File: src/rtl/rbin_stream_if.sv
// rbin_stream_if
//   Groups the two AXI-stream style links handled by rbin_stream_initiator:
//   the incoming hit-radius stream (hit_r_*) and the outgoing bin-index
//   stream (r_bin_V_*).
//   master : used by rbin_stream_initiator. It consumes hits and produces bins.
//   slave  : the opposite view, for the hit source and the histogram sink.
interface rbin_stream_if #(
  parameter int W_r            = 16,
  parameter int W_bin_number_a = 7
);
  logic [W_r-1:0]            hit_r_TDATA;
  logic                      hit_r_TVALID;
  logic                      hit_r_TLAST;
  logic                      hit_r_TREADY;
  logic [W_bin_number_a-1:0] r_bin_V_TDATA;
  logic                      r_bin_V_TVALID;
  logic                      r_bin_V_TREADY;

  modport master (
    input  hit_r_TDATA, hit_r_TVALID, hit_r_TLAST, r_bin_V_TREADY,
    output hit_r_TREADY, r_bin_V_TDATA, r_bin_V_TVALID
  );

  modport slave (
    output hit_r_TDATA, hit_r_TVALID, hit_r_TLAST, r_bin_V_TREADY,
    input  hit_r_TREADY, r_bin_V_TDATA, r_bin_V_TVALID
  );
endinterface

File: src/rtl/rbin_stream_initiator.sv
// rbin_stream_initiator
//   Event-level driver for the r-bin histogram accumulator. For each event it
//   clears the histogram (reset_rbins), streams the bin index of every
//   in-range hit radius with enable_V high, keeps enable_V high for the
//   accumulator pipeline latency, then pulses event_done.
// Ports
//   clk, rst_n      : clock, asynchronous active-low reset
//   event_start     : start pulse, only honoured while idle
//   r_offset        : radius of bin 0, captured with an accepted event_start
//   s (master)      : hit_r_* input stream, r_bin_V_* output stream
//   reset_rbins     : histogram clear request (CLEAR phase)
//   enable_V        : histogram accumulate enable (STREAM and DRAIN phases)
//   event_done      : one-cycle pulse when the event has fully drained
//   hit_count       : in-range hits of the current/last event, saturating
//   drop_count      : out-of-range hits of the current/last event, saturating
module rbin_stream_initiator #(
  parameter int RBINS          = 128,
  parameter int W_bin_number_a = 7,
  parameter int W_r            = 16,
  parameter int R_SHIFT        = 4,
  parameter int DRAIN_CYCLES   = 4
) (
  input  logic           clk,
  input  logic           rst_n,
  input  logic           event_start,
  input  logic [W_r-1:0] r_offset,
  rbin_stream_if.master  s,
  output logic           reset_rbins,
  output logic           enable_V,
  output logic           event_done,
  output logic [7:0]     hit_count,
  output logic [7:0]     drop_count
);

  localparam logic [2:0] S_IDLE   = 3'd0;
  localparam logic [2:0] S_CLEAR  = 3'd1;
  localparam logic [2:0] S_STREAM = 3'd2;
  localparam logic [2:0] S_DRAIN  = 3'd3;
  localparam logic [2:0] S_DONE   = 3'd4;

  // The clear phase is two cycles longer than the bin count so the sink's
  // own clear counter is guaranteed to have swept every bin.
  localparam int              CLR_W    = $clog2(RBINS + 2);
  localparam logic [CLR_W-1:0] CLR_LAST = CLR_W'(RBINS + 1);
  localparam int              DRN_W    = (DRAIN_CYCLES > 1) ? $clog2(DRAIN_CYCLES) : 1;
  localparam logic [DRN_W-1:0] DRN_LAST = DRN_W'(DRAIN_CYCLES - 1);
  localparam logic [W_r-1:0]  RBINS_CMP = W_r'(RBINS);

  logic [2:0]                state_q, state_d;
  logic [W_r-1:0]            offset_q, offset_d;
  logic [CLR_W-1:0]          clr_cnt_q, clr_cnt_d;
  logic [DRN_W-1:0]          drn_cnt_q, drn_cnt_d;
  logic                      last_seen_q, last_seen_d;
  logic                      tvalid_q, tvalid_d;
  logic [W_bin_number_a-1:0] tdata_q, tdata_d;
  logic [7:0]                hit_cnt_q, hit_cnt_d;
  logic [7:0]                drop_cnt_q, drop_cnt_d;

  logic           hit_ready;
  logic           hit_acc;
  logic           out_acc;
  logic [W_r-1:0] diff;
  logic [W_r-1:0] shifted;
  logic           in_range;

  // A hit can be taken when the output register is empty or being emptied
  // this cycle; after the TLAST hit nothing more is taken for this event.
  assign hit_ready = (state_q == S_STREAM) && !last_seen_q &&
                     (!tvalid_q || s.r_bin_V_TREADY);
  assign hit_acc   = hit_ready && s.hit_r_TVALID;
  assign out_acc   = tvalid_q && s.r_bin_V_TREADY;

  // Hits below the offset would wrap in diff, so they are excluded explicitly.
  assign diff     = s.hit_r_TDATA - offset_q;
  assign shifted  = diff >> R_SHIFT;
  assign in_range = (s.hit_r_TDATA >= offset_q) && (shifted < RBINS_CMP);

  always_comb begin
    state_d     = state_q;
    offset_d    = offset_q;
    clr_cnt_d   = clr_cnt_q;
    drn_cnt_d   = drn_cnt_q;
    last_seen_d = last_seen_q;
    tvalid_d    = tvalid_q;
    tdata_d     = tdata_q;
    hit_cnt_d   = hit_cnt_q;
    drop_cnt_d  = drop_cnt_q;

    case (state_q)
      S_IDLE: begin
        if (event_start) begin
          offset_d    = r_offset;
          hit_cnt_d   = '0;
          drop_cnt_d  = '0;
          clr_cnt_d   = '0;
          last_seen_d = 1'b0;
          state_d     = S_CLEAR;
        end
      end

      S_CLEAR: begin
        if (clr_cnt_q == CLR_LAST) begin
          clr_cnt_d = '0;
          state_d   = S_STREAM;
        end else begin
          clr_cnt_d = clr_cnt_q + 1'b1;
        end
      end

      S_STREAM: begin
        if (out_acc) begin
          tvalid_d = 1'b0;
        end
        if (hit_acc) begin
          if (in_range) begin
            tvalid_d = 1'b1;
            tdata_d  = shifted[W_bin_number_a-1:0];
            if (hit_cnt_q != 8'hFF) begin
              hit_cnt_d = hit_cnt_q + 8'd1;
            end
          end else if (drop_cnt_q != 8'hFF) begin
            drop_cnt_d = drop_cnt_q + 8'd1;
          end
          if (s.hit_r_TLAST) begin
            last_seen_d = 1'b1;
          end
        end
        // Leave as soon as the final beat is gone, including the cycle in
        // which the sink takes it.
        if (last_seen_q && (!tvalid_q || out_acc)) begin
          drn_cnt_d = '0;
          state_d   = S_DRAIN;
        end
      end

      S_DRAIN: begin
        if (drn_cnt_q == DRN_LAST) begin
          state_d = S_DONE;
        end else begin
          drn_cnt_d = drn_cnt_q + 1'b1;
        end
      end

      S_DONE: begin
        state_d = S_IDLE;
      end

      default: begin
        state_d = S_IDLE;
      end
    endcase
  end

  always_ff @(posedge clk or negedge rst_n) begin
    if (!rst_n) begin
      state_q     <= S_IDLE;
      offset_q    <= '0;
      clr_cnt_q   <= '0;
      drn_cnt_q   <= '0;
      last_seen_q <= 1'b0;
      tvalid_q    <= 1'b0;
      tdata_q     <= '0;
      hit_cnt_q   <= '0;
      drop_cnt_q  <= '0;
    end else begin
      state_q     <= state_d;
      offset_q    <= offset_d;
      clr_cnt_q   <= clr_cnt_d;
      drn_cnt_q   <= drn_cnt_d;
      last_seen_q <= last_seen_d;
      tvalid_q    <= tvalid_d;
      tdata_q     <= tdata_d;
      hit_cnt_q   <= hit_cnt_d;
      drop_cnt_q  <= drop_cnt_d;
    end
  end

  // Phase outputs decode straight from the state register, so they are
  // mutually exclusive and drop to zero the moment reset is applied.
  assign reset_rbins      = (state_q == S_CLEAR);
  assign enable_V         = (state_q == S_STREAM) || (state_q == S_DRAIN);
  assign event_done       = (state_q == S_DONE);
  assign s.hit_r_TREADY   = hit_ready;
  assign s.r_bin_V_TVALID = tvalid_q;
  assign s.r_bin_V_TDATA  = tdata_q;
  assign hit_count        = hit_cnt_q;
  assign drop_count       = drop_cnt_q;

endmodule
File: src/flat_wrapper.sv
// flat-port wrapper written by rule: the top's interface ports become plain ports
module rbin_stream_initiator_flat 
#(
  parameter int RBINS          = 128,
  parameter int W_bin_number_a = 7,
  parameter int W_r            = 16,
  parameter int R_SHIFT        = 4,
  parameter int DRAIN_CYCLES   = 4
)
  (clk, rst_n, event_start, r_offset, reset_rbins, enable_V, event_done, hit_count, drop_count, s_hit_r_TDATA, s_hit_r_TVALID, s_hit_r_TLAST, s_r_bin_V_TREADY, s_hit_r_TREADY, s_r_bin_V_TDATA, s_r_bin_V_TVALID);
  rbin_stream_if #(.W_r(W_r), .W_bin_number_a(W_bin_number_a)) s_i ();
  input  logic clk;
  input  logic rst_n;
  input  logic event_start;
  input  logic [W_r-1:0] r_offset;
  output logic reset_rbins;
  output logic enable_V;
  output logic event_done;
  output logic [7:0] hit_count;
  output logic [7:0] drop_count;
  input wire logic [$bits(s_i.hit_r_TDATA)-1:0] s_hit_r_TDATA;
  input wire logic [$bits(s_i.hit_r_TVALID)-1:0] s_hit_r_TVALID;
  input wire logic [$bits(s_i.hit_r_TLAST)-1:0] s_hit_r_TLAST;
  input wire logic [$bits(s_i.r_bin_V_TREADY)-1:0] s_r_bin_V_TREADY;
  output wire logic [$bits(s_i.hit_r_TREADY)-1:0] s_hit_r_TREADY;
  output wire logic [$bits(s_i.r_bin_V_TDATA)-1:0] s_r_bin_V_TDATA;
  output wire logic [$bits(s_i.r_bin_V_TVALID)-1:0] s_r_bin_V_TVALID;
  assign s_i.hit_r_TDATA = s_hit_r_TDATA;
  assign s_i.hit_r_TVALID = s_hit_r_TVALID;
  assign s_i.hit_r_TLAST = s_hit_r_TLAST;
  assign s_i.r_bin_V_TREADY = s_r_bin_V_TREADY;
  assign s_hit_r_TREADY = s_i.hit_r_TREADY;
  assign s_r_bin_V_TDATA = s_i.r_bin_V_TDATA;
  assign s_r_bin_V_TVALID = s_i.r_bin_V_TVALID;
  rbin_stream_initiator #(.RBINS(RBINS), .W_bin_number_a(W_bin_number_a), .W_r(W_r), .R_SHIFT(R_SHIFT), .DRAIN_CYCLES(DRAIN_CYCLES)) u_core (.clk(clk), .rst_n(rst_n), .event_start(event_start), .r_offset(r_offset), .s(s_i), .reset_rbins(reset_rbins), .enable_V(enable_V), .event_done(event_done), .hit_count(hit_count), .drop_count(drop_count));
endmodule
File: config.mk
export PLATFORM = sky130hd
export DESIGN_NAME = rbin_stream_initiator_flat
export DESIGN_NICKNAME = d
export VERILOG_FILES = /design/src/rtl/rbin_stream_if.sv /design/src/rtl/rbin_stream_initiator.sv /design/src/flat_wrapper.sv
export SDC_FILE = /design/constraint.sdc
export NUM_CORES = 1
export LEC_CHECK = 0
export BUFFER_PORTS_ARGS = -buffer_cell sky130_fd_sc_hd__buf_2
export CAP_MARGIN = 20
export CORE_MARGIN = 2
export CORE_UTILIZATION = 45
export DETAILED_ROUTE_END_ITERATION = 10
export GPL_TIMING_DRIVEN = 0
export PLACE_DENSITY = 0.66
export SLEW_MARGIN = 20
export SYNTH_ARGS = -nofsm -noshare
export SYNTH_HDL_FRONTEND = slang
export SYNTH_SLANG_ARGS = --single-unit
File: constraint.sdc
create_clock -name clk -period 3.8 [get_ports clk]
set_input_delay 0.57 -clock clk [delete_from_list [all_inputs] [get_ports clk]]
set_output_delay 0.57 -clock clk [all_outputs]
set_load 0.05 [all_outputs]
==> results of run 1 <==
## routing by layer
layer	vias to the layer above	GRT usage	wire length [um]
met4	0	0.04229	68
met2	72	0.3224	3724
met1	1526	0.2889	4064
met5	-	0	0
met3	5	0.03906	391
li1	1607	-	-
## stage by stage
| stage | total power [mW] | hold slack (ns) | cell area [um^2] | setup WS, ns | cells |
|---|---|---|---|---|---|
| after floorplan | 2.389 | 0.2744 | 3520 | 0.9189 | 410 |
| after global placement | 2.765 | 0.4689 | 3973 | 0.5982 | 577 |
| after detailed placement | 2.814 | 0.4700 | 3975 | 0.5557 | 577 |
| after CTS | 3.308 | 0.3119 | 4118 | 0.8652 | 585 |
| after global routing | 3.556 | 0.3424 | 4118 | 0.6796 | 585 |
| final | 3.287 | 0.2818 | 4118 | 0.8714 | 585 |
## power groups by stage
| stage | clock network [mW] | registers, mW | logic, mW |
|---|---|---|---|
| after global routing | 0.517 | 0.965 | 2.07 |
| after detailed placement | 0 | 0.944 | 1.87 |
| final | 0.484 | 0.934 | 1.87 |
| after global placement | 0 | 0.938 | 1.83 |
| after CTS | 0.497 | 0.933 | 1.88 |
| after floorplan | 0 | 1.18 | 1.21 |
## layout by cell type, fill, tap and decap left out, drive strengths merged, types with 2 or more instances in the layout
cell	Yosys	routed
a211o	3	3
a211oi	4	4
a21o	4	4
a21oi	24	24
a31o	3	3
a31oi	6	6
and2	5	5
and3	15	15
buf	9	74
bufinv	0	2
clkbuf	9	15
dfrtp	54	54
ha	21	21
inv	24	24
mux2	7	7
nand2	62	62
nand2b	8	8
nand3	18	18
nand4	12	12
nor2	23	23
nor2b	4	4
nor3	7	7
nor3b	2	2
o211ai	6	6
o21ai	43	43
o22ai	3	3
o31ai	2	2
o41ai	3	3
or3	2	2
or4	6	6
xnor2	5	5
xor2	5	5
## worst max-delay path by stage
| stage | start | end |
|---|---|---|
| final | u_core.offset_q[7] | u_core.s.r_bin_V_TDATA[1] |
| after global routing | u_core.offset_q[8] | u_core.s.r_bin_V_TDATA[0] |
| after CTS | u_core.offset_q[8] | u_core.s.r_bin_V_TDATA[2] |
| after detailed placement | s_hit_r_TDATA[7] | u_core.s.r_bin_V_TDATA[1] |
| after global placement | s_hit_r_TDATA[8] | u_core.s.r_bin_V_TDATA[0] |
| after floorplan | s_hit_r_TDATA[10] | u_core.s.r_bin_V_TDATA[0] |
## cell families (layout without fill, tap and decap cells)
| logic type | count (synthesis) | after routing | synth area share |
|---|---|---|---|
| adder cells (fa/ha/maj) | 21 | 21 | 0.07465 |
| AO/OA/AOI/OAI | 109 | 109 | 0.1994 |
| buffers and inverters | 42 | 115 | 0.05368 |
| AND/OR/NAND/NOR | 167 | 167 | 0.2389 |
| XOR/XNOR | 10 | 10 | 0.02702 |
| flip-flops | 54 | 54 | 0.3839 |
| multiplexers | 7 | 7 | 0.02240 |
## area by class of cell
class,count,area [um^2],share of cell area
Buffer,18,98.84,0.02400
Clock buffer,6,82.58,0.02005
Clock inverter,2,60.06,0.01459
Inverter,24,90.09,0.02188
Multi-Input combinational cell,314,1979,0.4807
Sequential cell,54,1351,0.3282
Tap cell,102,127.6,0.03099
Timing Repair Buffer,65,327.8,0.07961
## flip-flops by register name, summed over array words and instances, names as in the netlist
register,flops
u_core.s.r_bin_V_TDATA,7
u_core.drop_count,8
u_core.offset_q,16
u_core.drn_cnt_q,2
u_core.clr_cnt_q,8
u_core.state_q,3
u_core.s.r_bin_V_TVALID,1
u_core.hit_count,8
u_core.last_seen_q,1
==> flow_summary.html, run 1 <==
<table>
<tr><th>Metric</th><th>Value</th></tr>
<tr><th colspan="2">Floorplan</th></tr>
<tr><td>Die height</td><td>92.44 um</td></tr>
<tr><td>Starting utilization of the core area</td><td>0.4602</td></tr>
<tr><td>Die Span X</td><td>92.44 um</td></tr>
<tr><td>Total number of placement rows</td><td>32</td></tr>
<tr><td>Area of the die</td><td>8545 um^2</td></tr>
<tr><td>Count of pins on the block boundary</td><td>66</td></tr>
<tr><td>Std-Cell Core Area</td><td>7647 um^2</td></tr>
<tr><th colspan="2">Route</th></tr>
<tr><td>Wirelength, routed</td><td>8248 um</td></tr>
<tr><td>Number of DRC markers in iteration 0</td><td>124</td></tr>
<tr><td>Number of iterations in the first detailed-routing pass</td><td>5</td></tr>
<tr><td>DRC violation count after routing</td><td>0</td></tr>
<tr><td>Number of routed nets with antenna violations</td><td>0</td></tr>
<tr><td>Total number of vias</td><td>3,210</td></tr>
<tr><td>Via-per-instance ratio</td><td>5.487</td></tr>
<tr><td>Average wire per cell in the routed design</td><td>14.10 um</td></tr>
<tr><th colspan="2">Synthesis</th></tr>
<tr><td>Cell count after synthesis</td><td>410</td></tr>
<tr><td>Net Count, Synth</td><td>469</td></tr>
<tr><td>Post-synthesis cell type count</td><td>55</td></tr>
<tr><td>Post-synth top area share</td><td>0.3839</td></tr>
<tr><td>Share of synthesized area occupied by flip-flops and latches</td><td>0.3839</td></tr>
<tr><td>Flop and latch count out of synthesis</td><td>54</td></tr>
<tr><td>Async SR Flop Fraction</td><td>1.000</td></tr>
<tr><td>Top post-synthesis cells by area</td><td>sky130_fd_sc_hd__dfrtp_1 38%, sky130_fd_sc_hd__ha_1 7.5%, sky130_fd_sc_hd__nand2_1 6.5%, sky130_fd_sc_hd__o21ai_0 5.8%, sky130_fd_sc_hd__a21oi_1 3.1%</td></tr>
<tr><td>Leading register cell type out of synthesis</td><td>sky130_fd_sc_hd__dfrtp_1</td></tr>
<tr><td>Average footprint of a synthesized cell</td><td>8.584 um^2</td></tr>
<tr><td>Yosys warnings</td><td>0</td></tr>
<tr><td>Leading cell type by number of instances after synthesis</td><td>sky130_fd_sc_hd__nand2_1</td></tr>
<tr><td>Synth Cell Area</td><td>3520 um^2</td></tr>
<tr><td>Synth top cells by count</td><td>61 x sky130_fd_sc_hd__nand2_1, 54 x sky130_fd_sc_hd__dfrtp_1, 41 x sky130_fd_sc_hd__o21ai_0, 23 x sky130_fd_sc_hd__inv_1</td></tr>
<tr><td>Number of enable-type register cells in the synthesized netlist</td><td>0</td></tr>
<tr><td>Largest area contributor in the synthesized netlist</td><td>sky130_fd_sc_hd__dfrtp_1</td></tr>
<tr><th colspan="2">Worst setup path</th></tr>
<tr><td>Worst-case register-to-register setup slack</td><td>0.87 ns</td></tr>
<tr><td>Total stage count of the critical path</td><td>11</td></tr>
<tr><td>CP delay by family, top</td><td>compound AO/OA/AOI/OAI gates</td></tr>
<tr><td>Crit Path Category</td><td>register to register</td></tr>
<tr><td>Library cell contributing the largest single delay on the critical path</td><td>sky130_fd_sc_hd__o41ai_1</td></tr>
<tr><td>Critical register-to-register path startpoint</td><td>u_core.offset_q[7]</td></tr>
<tr><td>R2r endpoint</td><td>u_core.s.r_bin_V_TDATA[1]</td></tr>
<tr><td>Critical Path Max Stage Delay</td><td>0.43 ns</td></tr>
<tr><td>Critical Path End Type</td><td>register</td></tr>
<tr><td>CP cell instances</td><td>inv_1 -&gt; ha_1 -&gt; a21oi_1 -&gt; nor2_1 -&gt; o41ai_1 -&gt; and3_1 -&gt; o22ai_2 -&gt; nor4_4 -&gt; and2_1 -&gt; buf_4 -&gt; mux2_1</td></tr>
<tr><td>Nature of the critical path startpoint</td><td>register</td></tr>
<tr><td>Data arrival time at the worst-slack endpoint</td><td>3.13 ns</td></tr>
<tr><td>Count of buffering cells on the critical path with inverters included</td><td>2</td></tr>
<tr><td>Reg2reg path depth</td><td>11</td></tr>
<tr><td>Largest fanout of any net on the critical path</td><td>8</td></tr>
<tr><td>Required time at the endpoint of the critical path</td><td>4.00 ns</td></tr>
<tr><th colspan="2">Finish</th></tr>
<tr><td>Synth-to-Final Area Change</td><td>16.99%</td></tr>
<tr><td>Number of filler instances in the final layout</td><td>745</td></tr>
<tr><td>Inserted Diodes</td><td>0</td></tr>
<tr><td>Share of layout cells above drive strength 1</td><td>0.2029</td></tr>
<tr><td>Finished Core Util</td><td>0.5384</td></tr>
<tr><td>Number of nets in the layout</td><td>541</td></tr>
<tr><th colspan="2">CTS</th></tr>
<tr><td>H-tree depth reported by CTS</td><td>2</td></tr>
<tr><td>Maximum number of buffers from clock root to sink</td><td>2</td></tr>
<tr><td>Num CTS Buffers</td><td>5</td></tr>
<tr><td>CTS resizes</td><td>0</td></tr>
<tr><td>TritonCTS clock tree</td><td>built</td></tr>
<tr><td>CTS Sinks</td><td>54</td></tr>
<tr><td>Clock input transition at the sequential cells of the worst setup and hold paths</td><td>0.10 ns</td></tr>
<tr><td>Insertion delay to the later sink of the worst-skew pair</td><td>0.32 ns</td></tr>
<tr><td>Root Driver</td><td>sky130_fd_sc_hd__clkbuf_8</td></tr>
<tr><td>Post CTS Setup Buffer Count</td><td>0</td></tr>
<tr><td>Cts hold-fix bufs</td><td>0</td></tr>
<tr><th colspan="2">Run status</th></tr>
<tr><td>Result of the run</td><td>complete, no violations</td></tr>
<tr><th colspan="2">STA</th></tr>
<tr><td>Headroom to the max-slew limit</td><td>0.4004</td></tr>
<tr><td>RSZ-0062 raised after global routing</td><td>no</td></tr>
<tr><td>Final min period</td><td>2.929 ns</td></tr>
<tr><td>Number of failing hold endpoints at the final stage</td><td>0</td></tr>
<tr><td>Final number of max-transition violations</td><td>0</td></tr>
<tr><td>Number of endpoints failing setup at the final stage</td><td>0</td></tr>
<tr><td>Clk_skew</td><td>0.006071 ns</td></tr>
<tr><td>Final worst path period share</td><td>0.7707</td></tr>
<tr><td>Final total negative setup slack</td><td>0 ns</td></tr>
<tr><td>Highest achievable clock rate</td><td>341.5 MHz</td></tr>
<tr><td>Transition time of the tightest slew-check pin</td><td>0.8925 ns</td></tr>
<tr><th colspan="2">Power and ir drop</th></tr>
<tr><td>Internal power</td><td>1.702 mW</td></tr>
<tr><td>Worst IR drop on VDD</td><td>0.3632 mV</td></tr>
<tr><td>Psw</td><td>1.585 mW</td></tr>
<tr><td>Combinational Power Share</td><td>0.569</td></tr>
<tr><td>Switching power share of the total</td><td>0.4822</td></tr>
<tr><td>Clock Power Share</td><td>0.147</td></tr>
<tr><td>Leakage power figure</td><td>2.031 nW</td></tr>
<tr><td>Pwr Density</td><td>798.2 nW/um^2</td></tr>
<tr><td>Sequential fraction of design power</td><td>0.284</td></tr>
<tr><th colspan="2">GRT</th></tr>
<tr><td>Global-route usage over all layers</td><td>0.2027</td></tr>
<tr><td>Number of global-route vias before repair</td><td>3,016</td></tr>
<tr><td>Initial antenna violation count</td><td>0</td></tr>
<tr><td>Pin count of the biggest net entering global routing</td><td>55</td></tr>
<tr><td>Residual overflow from global routing</td><td>0</td></tr>
<tr><td>Global-route wire length before repair</td><td>14,070 um</td></tr>
<tr><th colspan="2">Placed design</th></tr>
<tr><td>Buffers added on ports</td><td>65</td></tr>
<tr><td>Gpl congestion</td><td>0.8139</td></tr>
<tr><td>Post-detailed-placement half-perimeter wirelength</td><td>6155 um</td></tr>
<tr><th colspan="2">Hold path</th></tr>
<tr><td>Type of the most critical hold path</td><td>primary input to asynchronous set/reset pin</td></tr>
<tr><th colspan="2">Job</th></tr>
<tr><td>Number of max-cap violations</td><td>0</td></tr>
</table>
(Power assumes the default switching activity.)
==> inputs of run 2 (changes only) <==
ABC_AREA = 1   (was default)
clock period = 2.73 ns   (was 3.8 ns; I/O delays follow)
==> flow_summary.html, run 2 <==
<table>
<tr><th>Metric</th><th>Value</th></tr>
<tr><th colspan="2">Finish</th></tr>
<tr><td>Share of layout cells above drive strength 1</td><td>0.1972</td></tr>
<tr><td>Flip-flop count of the largest register, all copies and words added</td><td>16</td></tr>
<tr><td>Area of all placed cells without fillers</td><td>4225 um^2</td></tr>
<tr><td>Finished Core Util</td><td>0.5412</td></tr>
<tr><td>Top library cells by usage in the layout, fill and taps aside</td><td>150 x sky130_fd_sc_hd__nand2_1, 84 x sky130_fd_sc_hd__inv_1, 65 x sky130_fd_sc_hd__buf_2</td></tr>
<tr><td>Synth-to-Final Area Change</td><td>14.94%</td></tr>
<tr><td>Filler-free cell count of the finished design</td><td>680</td></tr>
<tr><td>Inserted Diodes</td><td>0</td></tr>
<tr><td>Commonest non-fill, non-tap cell in the layout</td><td>sky130_fd_sc_hd__nand2_1</td></tr>
<tr><td>Number of nets in the layout</td><td>636</td></tr>
<tr><td>Register with the most flip-flops</td><td>u_core.offset_q</td></tr>
<tr><th colspan="2">Synthesis</th></tr>
<tr><td>Post-synthesis cell type count</td><td>33</td></tr>
<tr><td>Average footprint of a synthesized cell</td><td>7.279 um^2</td></tr>
<tr><td>Leading register cell type out of synthesis</td><td>sky130_fd_sc_hd__dfrtp_1</td></tr>
<tr><td>Cell count after synthesis</td><td>505</td></tr>
<tr><td>Leading cell type by number of instances after synthesis</td><td>sky130_fd_sc_hd__nand2_1</td></tr>
<tr><td>Synth Cell Area</td><td>3676 um^2</td></tr>
<tr><td>Share of synthesized area occupied by flip-flops and latches</td><td>0.3676</td></tr>
<tr><td>Top post-synthesis cells by area</td><td>sky130_fd_sc_hd__dfrtp_1 37%, sky130_fd_sc_hd__nand2_1 15%, sky130_fd_sc_hd__inv_1 8.6%, sky130_fd_sc_hd__ha_1 7.1%, sky130_fd_sc_hd__o21ai_0 3.4%</td></tr>
<tr><td>Net Count, Synth</td><td>564</td></tr>
<tr><td>Post-synth top area share</td><td>0.3676</td></tr>
<tr><td>Yosys warnings</td><td>0</td></tr>
<tr><td>Largest area contributor in the synthesized netlist</td><td>sky130_fd_sc_hd__dfrtp_1</td></tr>
<tr><td>Number of enable-type register cells in the synthesized netlist</td><td>0</td></tr>
<tr><td>Async SR Flop Fraction</td><td>1.000</td></tr>
<tr><td>Flop and latch count out of synthesis</td><td>54</td></tr>
<tr><td>Synth top cells by count</td><td>150 x sky130_fd_sc_hd__nand2_1, 84 x sky130_fd_sc_hd__inv_1, 54 x sky130_fd_sc_hd__dfrtp_1, 25 x sky130_fd_sc_hd__nor2_1, 25 x sky130_fd_sc_hd__o21ai_0</td></tr>
<tr><th colspan="2">Power and ir drop</th></tr>
<tr><td>Leakage power figure</td><td>2.377 nW</td></tr>
<tr><td>Combinational Power Share</td><td>0.605</td></tr>
<tr><td>Clock Power Share</td><td>0.113</td></tr>
<tr><td>Sequential fraction of design power</td><td>0.282</td></tr>
<tr><td>Internal power</td><td>2.017 mW</td></tr>
<tr><td>Switching power share of the total</td><td>0.5174</td></tr>
<tr><td>Worst IR drop on VDD</td><td>0.4809 mV</td></tr>
<tr><td>Psw</td><td>2.162 mW</td></tr>
<tr><td>Pwr Density</td><td>989.0 nW/um^2</td></tr>
<tr><th colspan="2">Worst setup path</th></tr>
<tr><td>CP cell instances</td><td>inv_1 -&gt; ha_1 -&gt; nand2_1 -&gt; inv_2 -&gt; nand2_1 -&gt; inv_1 -&gt; a21oi_1 -&gt; nand2_1 -&gt; nand2_1 -&gt; nand2_1 -&gt; nor2_2 -&gt; nand3_4 -&gt; nand2_2 -&gt; nand3_4 -&gt; nand2_1 -&gt; nand2_1</td></tr>
<tr><td>Worst path most repeated cell</td><td>sky130_fd_sc_hd__nand2_1</td></tr>
<tr><td>CP delay by family, top</td><td>simple AND/OR/NAND/NOR gates</td></tr>
<tr><td>Worst-case register-to-register setup slack</td><td>0.40 ns</td></tr>
<tr><td>Count of buffering cells on the critical path with inverters included</td><td>3</td></tr>
<tr><td>Nature of the critical path startpoint</td><td>register</td></tr>
<tr><td>R2r endpoint</td><td>u_core.hit_count[5]</td></tr>
<tr><td>Capture point of the critical path</td><td>u_core.hit_count[5]</td></tr>
<tr><td>Crit Path Category</td><td>register to register</td></tr>
<tr><td>Total stage count of the critical path</td><td>16</td></tr>
<tr><td>Reg2reg path depth</td><td>16</td></tr>
<tr><td>Critical Path End Type</td><td>register</td></tr>
<tr><td>Critical Path Source</td><td>u_core.offset_q[10]</td></tr>
<tr><td>Critical register-to-register path startpoint</td><td>u_core.offset_q[10]</td></tr>
<tr><td>Library cell contributing the largest single delay on the critical path</td><td>sky130_fd_sc_hd__dfrtp_1</td></tr>
<tr><td>Data arrival time at the worst-slack endpoint</td><td>2.55 ns</td></tr>
<tr><td>Required time at the endpoint of the critical path</td><td>2.95 ns</td></tr>
<tr><td>Critical Path Max Stage Delay</td><td>0.37 ns</td></tr>
<tr><td>Largest fanout of any net on the critical path</td><td>9</td></tr>
<tr><th colspan="2">STA</th></tr>
<tr><td>Highest achievable clock rate</td><td>428.6 MHz</td></tr>
<tr><td>RSZ-0062 raised after global routing</td><td>no</td></tr>
<tr><td>Number of endpoints failing setup at the final stage</td><td>0</td></tr>
<tr><td>Final number of max-transition violations</td><td>0</td></tr>
<tr><td>Final worst path period share</td><td>0.8547</td></tr>
<tr><td>Transition time of the tightest slew-check pin</td><td>0.6895 ns</td></tr>
<tr><td>Final total negative setup slack</td><td>0 ns</td></tr>
<tr><td>Headroom to the max-slew limit</td><td>0.5403</td></tr>
<tr><td>Final min period</td><td>2.333 ns</td></tr>
<tr><td>Clk_skew</td><td>0.01720 ns</td></tr>
<tr><td>Number of failing hold endpoints at the final stage</td><td>0</td></tr>
<tr><th colspan="2">Route</th></tr>
<tr><td>Number of iterations in the first detailed-routing pass</td><td>4</td></tr>
<tr><td>Wirelength, routed</td><td>8314 um</td></tr>
<tr><td>Total number of vias</td><td>3,373</td></tr>
<tr><td>DRC violation count after routing</td><td>0</td></tr>
<tr><td>Number of routed nets with antenna violations</td><td>0</td></tr>
<tr><td>Via-per-instance ratio</td><td>4.960</td></tr>
<tr><td>Average wire per cell in the routed design</td><td>12.23 um</td></tr>
<tr><td>Number of DRC markers in iteration 0</td><td>103</td></tr>
<tr><th colspan="2">Job</th></tr>
<tr><td>Number of max-cap violations</td><td>0</td></tr>
<tr><th colspan="2">CTS</th></tr>
<tr><td>TritonCTS clock tree</td><td>built</td></tr>
<tr><td>Clock input transition at the sequential cells of the worst setup and hold paths</td><td>0.12 ns</td></tr>
<tr><td>CTS Sinks</td><td>54</td></tr>
<tr><td>H-tree depth reported by CTS</td><td>2</td></tr>
<tr><td>Post CTS Setup Buffer Count</td><td>0</td></tr>
<tr><td>CTS resizes</td><td>0</td></tr>
<tr><td>Cts hold-fix bufs</td><td>0</td></tr>
<tr><td>Num CTS Buffers</td><td>5</td></tr>
<tr><td>Insertion delay to the later sink of the worst-skew pair</td><td>0.32 ns</td></tr>
<tr><td>Maximum number of buffers from clock root to sink</td><td>2</td></tr>
<tr><td>Root Driver</td><td>sky130_fd_sc_hd__clkbuf_8</td></tr>
<tr><th colspan="2">Placed design</th></tr>
<tr><td>DP Cell Count</td><td>672</td></tr>
<tr><td>Area post-placement</td><td>4131 um^2</td></tr>
<tr><td>Post-detailed-placement half-perimeter wirelength</td><td>6591 um</td></tr>
<tr><td>Buffers added on ports</td><td>65</td></tr>
<tr><td>Gpl congestion</td><td>0.8604</td></tr>
<tr><th colspan="2">GRT</th></tr>
<tr><td>Residual overflow from global routing</td><td>0</td></tr>
<tr><td>Global-route usage over all layers</td><td>0.2011</td></tr>
<tr><td>Pin count of the biggest net entering global routing</td><td>55</td></tr>
<tr><td>Global-route wire length before repair</td><td>14,260 um</td></tr>
<tr><td>Number of global-route vias before repair</td><td>3,185</td></tr>
<tr><td>Initial antenna violation count</td><td>0</td></tr>
<tr><th colspan="2">Floorplan</th></tr>
<tr><td>Die Span X</td><td>94.38 um</td></tr>
<tr><td>Area of the die</td><td>8908 um^2</td></tr>
<tr><td>Die height</td><td>94.38 um</td></tr>
<tr><td>Total number of placement rows</td><td>32</td></tr>
<tr><td>Count of pins on the block boundary</td><td>66</td></tr>
<tr><td>Std-Cell Core Area</td><td>7807 um^2</td></tr>
<tr><td>Starting utilization of the core area</td><td>0.4708</td></tr>
<tr><th colspan="2">Hold path</th></tr>
<tr><td>Type of the most critical hold path</td><td>primary input to asynchronous set/reset pin</td></tr>
<tr><th colspan="2">Run status</th></tr>
<tr><td>Result of the run</td><td>complete, no violations</td></tr>
</table>
==> run 2: layout make-up <==
cell class | instances | area, um^2
Buffer | 6 | 31.28
Clock buffer | 5 | 68.82
Clock inverter | 3 | 25.02
Fill cell | 777 | 3582
Inverter | 88 | 332.8
Multi-Input combinational cell | 357 | 1961
Sequential cell | 54 | 1351
Tap cell | 102 | 127.6
Timing Repair Buffer | 65 | 327.8
==> run 2: worst min path at each step <==
stage	startpoint	end	slack, ns	cells after the start
2_1_floorplan	rst_n	u_core.clr_cnt_q[0]	0.11	0
3_3_place_gp	u_core.drn_cnt_q[1]	u_core.drn_cnt_q[1]	0.46	2
3_5_place_dp	u_core.s.r_bin_V_TDATA[1]	u_core.s.r_bin_V_TDATA[1]	0.46	2
4_1_cts	rst_n	u_core.state_q[2]	0.16	1
5_1_grt	rst_n	u_core.drn_cnt_q[0]	0.18	1
6_report	rst_n	u_core.clr_cnt_q[5]	0.12	1
==> run 2: layer usage <==
metal | part of all wire | global-route usage | wire [um] | vias to the layer above
met2 | 0.49 | 0.3393 | 4087 | 46
li1 | - | - | - | 1755
met5 | 0 | 0 | 0 | -
met4 | 0.0064 | 0.04106 | 53 | 0
met3 | 0.030 | 0.02713 | 246 | 5
met1 | 0.47 | 0.2781 | 3927 | 1567
==> run 2: power groups by stage <==
stage	Clock, mW	Sequential [mW]	Combinational (mW)
after global placement	0	1.19	2.50
after detailed placement	0	1.20	2.54
final	0.474	1.18	2.53
after CTS	0.483	1.18	2.56
after global routing	0.523	1.21	2.88
after floorplan	0	1.37	1.79
==> run 2: worst reg2reg max path: stages (launching register included) <==
cell                      delay (ns)
sky130_fd_sc_hd__dfrtp_1        0.37
sky130_fd_sc_hd__inv_1          0.09
sky130_fd_sc_hd__ha_1           0.30
sky130_fd_sc_hd__nand2_1        0.14
sky130_fd_sc_hd__inv_2          0.04
sky130_fd_sc_hd__nand2_1        0.09
sky130_fd_sc_hd__inv_1          0.04
sky130_fd_sc_hd__a21oi_1        0.18
sky130_fd_sc_hd__nand2_1        0.07
sky130_fd_sc_hd__nand2_1        0.06
sky130_fd_sc_hd__nand2_1        0.07
sky130_fd_sc_hd__nor2_2         0.15
sky130_fd_sc_hd__nand3_4        0.14
sky130_fd_sc_hd__nand2_2        0.21
sky130_fd_sc_hd__nand3_4        0.15
sky130_fd_sc_hd__nand2_1        0.09
sky130_fd_sc_hd__nand2_1        0.05
==> run 2: kinds of logic after synthesis <==
logic type / after synthesis / synth area share
compound gates: 63 / 0.1008
xor+xnor: 15 / 0.03574
fa+ha+maj: 21 / 0.07148
buf+inv: 94 / 0.09904
flops: 54 / 0.3676
simple gates: 258 / 0.3254
==> run 2: metrics by stage <==
step | worst slack, ns | power (mW) | hold slack [ns]
finish | 0.3967 | 4.179 | 0.1219
global route | 0.1212 | 4.613 | 0.1803
CTS | 0.3597 | 4.218 | 0.1575
detailed placement | 0.2335 | 3.739 | 0.4641
global placement | 0.2613 | 3.682 | 0.4574
floorplan | 0.2221 | 3.164 | 0.1139
==> inputs of run 3 (changes only) <==
ABC_AREA = default   (was 1)
==> flow_summary.html, run 3 (synthesis gave the netlist of run 1 again) <==
<table>
<tr><th>Metric</th><th>Value</th></tr>
<tr><th colspan="2">Worst setup path</th></tr>
<tr><td>Worst-case register-to-register setup slack</td><td>0.04 ns</td></tr>
<tr><td>Critical register-to-register path startpoint</td><td>u_core.offset_q[9]</td></tr>
<tr><td>Data arrival time at the worst-slack endpoint</td><td>2.95 ns</td></tr>
<tr><td>Capture point of the critical path</td><td>u_core.drop_count[0]</td></tr>
<tr><td>Largest fanout of any net on the critical path</td><td>6</td></tr>
<tr><td>Reg2reg path depth</td><td>13</td></tr>
<tr><td>Required time at the endpoint of the critical path</td><td>2.99 ns</td></tr>
<tr><td>Nature of the critical path startpoint</td><td>register</td></tr>
<tr><td>R2r endpoint</td><td>u_core.drop_count[0]</td></tr>
<tr><td>Critical Path End Type</td><td>register</td></tr>
<tr><td>Critical Path Source</td><td>u_core.offset_q[9]</td></tr>
<tr><td>Crit Path Category</td><td>register to register</td></tr>
<tr><th colspan="2">Floorplan</th></tr>
<tr><td>Total number of placement rows</td><td>32</td></tr>
<tr><td>Die Span X</td><td>92.44 um</td></tr>
<tr><td>Count of pins on the block boundary</td><td>66</td></tr>
<tr><td>Area of the die</td><td>8545 um^2</td></tr>
<tr><td>Starting utilization of the core area</td><td>0.4602</td></tr>
<tr><td>Std-Cell Core Area</td><td>7647 um^2</td></tr>
<tr><td>Die height</td><td>92.44 um</td></tr>
<tr><th colspan="2">Finish</th></tr>
<tr><td>Top library cells by usage in the layout, fill and taps aside</td><td>65 x sky130_fd_sc_hd__buf_2, 59 x sky130_fd_sc_hd__nand2_1, 54 x sky130_fd_sc_hd__dfrtp_1</td></tr>
<tr><td>Register with the most flip-flops</td><td>u_core.offset_q</td></tr>
<tr><td>Area of all placed cells without fillers</td><td>4451 um^2</td></tr>
<tr><td>Area of the multi-input gates</td><td>2290 um^2</td></tr>
<tr><td>Number of filler instances in the final layout</td><td>702</td></tr>
<tr><td>Filler-free cell count of the finished design</td><td>592</td></tr>
<tr><td>Footprint of the flip-flops and latches</td><td>1351 um^2</td></tr>
<tr><td>Flip-flop count of the largest register, all copies and words added</td><td>16</td></tr>
<tr><td>Number of nets in the layout</td><td>548</td></tr>
<tr><td>Commonest non-fill, non-tap cell in the layout</td><td>sky130_fd_sc_hd__buf_2</td></tr>
<tr><td>Inserted Diodes</td><td>0</td></tr>
<tr><td>Synth-to-Final Area Change</td><td>26.45%</td></tr>
<tr><td>Finished Core Util</td><td>0.5820</td></tr>
<tr><td>Share of layout cells above drive strength 1</td><td>0.3102</td></tr>
<tr><th colspan="2">Route</th></tr>
<tr><td>Via-per-instance ratio</td><td>5.465</td></tr>
<tr><td>Number of iterations in the first detailed-routing pass</td><td>4</td></tr>
<tr><td>DRC violation count after routing</td><td>0</td></tr>
<tr><td>Wirelength, routed</td><td>8916 um</td></tr>
<tr><td>Total number of vias</td><td>3,235</td></tr>
<tr><td>Average wire per cell in the routed design</td><td>15.06 um</td></tr>
<tr><td>Number of routed nets with antenna violations</td><td>0</td></tr>
<tr><td>Number of DRC markers in iteration 0</td><td>146</td></tr>
<tr><th colspan="2">STA</th></tr>
<tr><td>Final number of max-transition violations</td><td>0</td></tr>
<tr><td>Final total negative setup slack</td><td>0 ns</td></tr>
<tr><td>Number of failing hold endpoints at the final stage</td><td>0</td></tr>
<tr><td>Worst slack on hold paths</td><td>0.1203 ns</td></tr>
<tr><td>Final worst path period share</td><td>0.9855</td></tr>
<tr><td>RSZ-0062 raised after global routing</td><td>yes</td></tr>
<tr><td>Final setup slack of the worst path</td><td>0.03954 ns</td></tr>
<tr><td>Clk_skew</td><td>0.01277 ns</td></tr>
<tr><td>Final min period</td><td>2.690 ns</td></tr>
<tr><td>Number of endpoints failing setup at the final stage</td><td>0</td></tr>
<tr><td>Transition time of the tightest slew-check pin</td><td>0.6899 ns</td></tr>
<tr><td>Highest achievable clock rate</td><td>371.7 MHz</td></tr>
<tr><td>Headroom to the max-slew limit</td><td>0.5401</td></tr>
<tr><th colspan="2">Power and ir drop</th></tr>
<tr><td>Pwr Density</td><td>1118 nW/um^2</td></tr>
<tr><td>Worst IR drop on VDD</td><td>0.5790 mV</td></tr>
<tr><td>Total power</td><td>4.976 mW</td></tr>
<tr><td>Leakage power figure</td><td>2.068 nW</td></tr>
<tr><th colspan="2">CTS</th></tr>
<tr><td>CTS Sinks</td><td>54</td></tr>
<tr><td>Clock input transition at the sequential cells of the worst setup and hold paths</td><td>0.11 ns</td></tr>
<tr><td>Maximum number of buffers from clock root to sink</td><td>2</td></tr>
<tr><td>Insertion delay to the later sink of the worst-skew pair</td><td>0.32 ns</td></tr>
<tr><td>TritonCTS clock tree</td><td>built</td></tr>
<tr><td>Num CTS Buffers</td><td>5</td></tr>
<tr><td>Root Driver</td><td>sky130_fd_sc_hd__clkbuf_8</td></tr>
<tr><td>H-tree depth reported by CTS</td><td>2</td></tr>
<tr><th colspan="2">Placed design</th></tr>
<tr><td>Buffers added on ports</td><td>65</td></tr>
<tr><td>DP Cell Count</td><td>577</td></tr>
<tr><td>Gpl congestion</td><td>0.8578</td></tr>
<tr><td>Place WS</td><td>-0.3213 ns</td></tr>
<tr><td>Post-detailed-placement half-perimeter wirelength</td><td>6140 um</td></tr>
<tr><td>Area post-placement</td><td>3980 um^2</td></tr>
<tr><th colspan="2">GRT</th></tr>
<tr><td>Global-route usage over all layers</td><td>0.2015</td></tr>
<tr><td>Number of global-route vias before repair</td><td>2,985</td></tr>
<tr><td>Global-route wire length before repair</td><td>14,010 um</td></tr>
<tr><td>Pin count of the biggest net entering global routing</td><td>55</td></tr>
<tr><td>Initial antenna violation count</td><td>0</td></tr>
<tr><td>Residual overflow from global routing</td><td>0</td></tr>
<tr><th colspan="2">Hold path</th></tr>
<tr><td>Type of the most critical hold path</td><td>primary input to asynchronous set/reset pin</td></tr>
<tr><th colspan="2">Job</th></tr>
<tr><td>Number of max-cap violations</td><td>0</td></tr>
<tr><th colspan="2">Run status</th></tr>
<tr><td>Result of the run</td><td>complete, no violations</td></tr>
</table>
-- run 3: how the worst min path moves through the flow --
| stage | startpoint | to | slack (ns) | depth (start not counted) |
|---|---|---|---|---|
| after global placement | u_core.s.r_bin_V_TDATA[4] | u_core.s.r_bin_V_TDATA[4] | 0.47 | 1 |
| after detailed placement | u_core.s.r_bin_V_TDATA[0] | u_core.s.r_bin_V_TDATA[0] | 0.47 | 1 |
| after global routing | rst_n | u_core.hit_count[3] | 0.18 | 1 |
| after CTS | rst_n | u_core.hit_count[3] | 0.15 | 1 |
| final | rst_n | u_core.hit_count[3] | 0.12 | 1 |
| after floorplan | rst_n | u_core.clr_cnt_q[0] | 0.11 | 0 |
-- run 3: final cells by class --
cell class              count  area share
plain buffers              14     0.02109
clock buffers               5     0.01546
clock inverters             3    0.004779
inverters                  24     0.02024
multi-input cells         314      0.5145
flip-flops and latches     54      0.3036
well taps                 102     0.02868
repair buffers             76     0.09165
-- run 3: layer usage --
layer	GRT usage	share of wire
met5	0	0
met4	0.04104	0.0071
met3	0.03255	0.045
met2	0.3279	0.47
met1	0.2852	0.48
-- run 3: where the power goes --
| part | internal, mW | switching (mW) |
|---|---|---|
| logic | 1.27 | 1.92 |
| registers | 1.08 | 0.230 |
| clock network | 0.182 | 0.291 |
| total | 2.53 | 2.44 |
-- run 3: repair_timing --
action                     in CTS  in global routing
setup endpoints to repair      10                 23
gates cloned                    0                  1
hold buffers                    0                  0
gates resized for setup        12                 58
buffers inserted                2                  8
pin swaps                       6                 23
-- run 3: critical path, cell delays in order (launching register included) --
cell,delay [ns]
sky130_fd_sc_hd__dfrtp_1,0.35
sky130_fd_sc_hd__inv_2,0.04
sky130_fd_sc_hd__ha_1,0.27
sky130_fd_sc_hd__buf_6,0.14
sky130_fd_sc_hd__a21oi_4,0.14
sky130_fd_sc_hd__o21ai_1,0.09
sky130_fd_sc_hd__a211o_1,0.29
sky130_fd_sc_hd__a21o_1,0.18
sky130_fd_sc_hd__o22ai_2,0.19
sky130_fd_sc_hd__nor4_4,0.06
sky130_fd_sc_hd__buf_4,0.15
sky130_fd_sc_hd__buf_2,0.15
sky130_fd_sc_hd__or4_1,0.51
sky130_fd_sc_hd__nand3_1,0.08
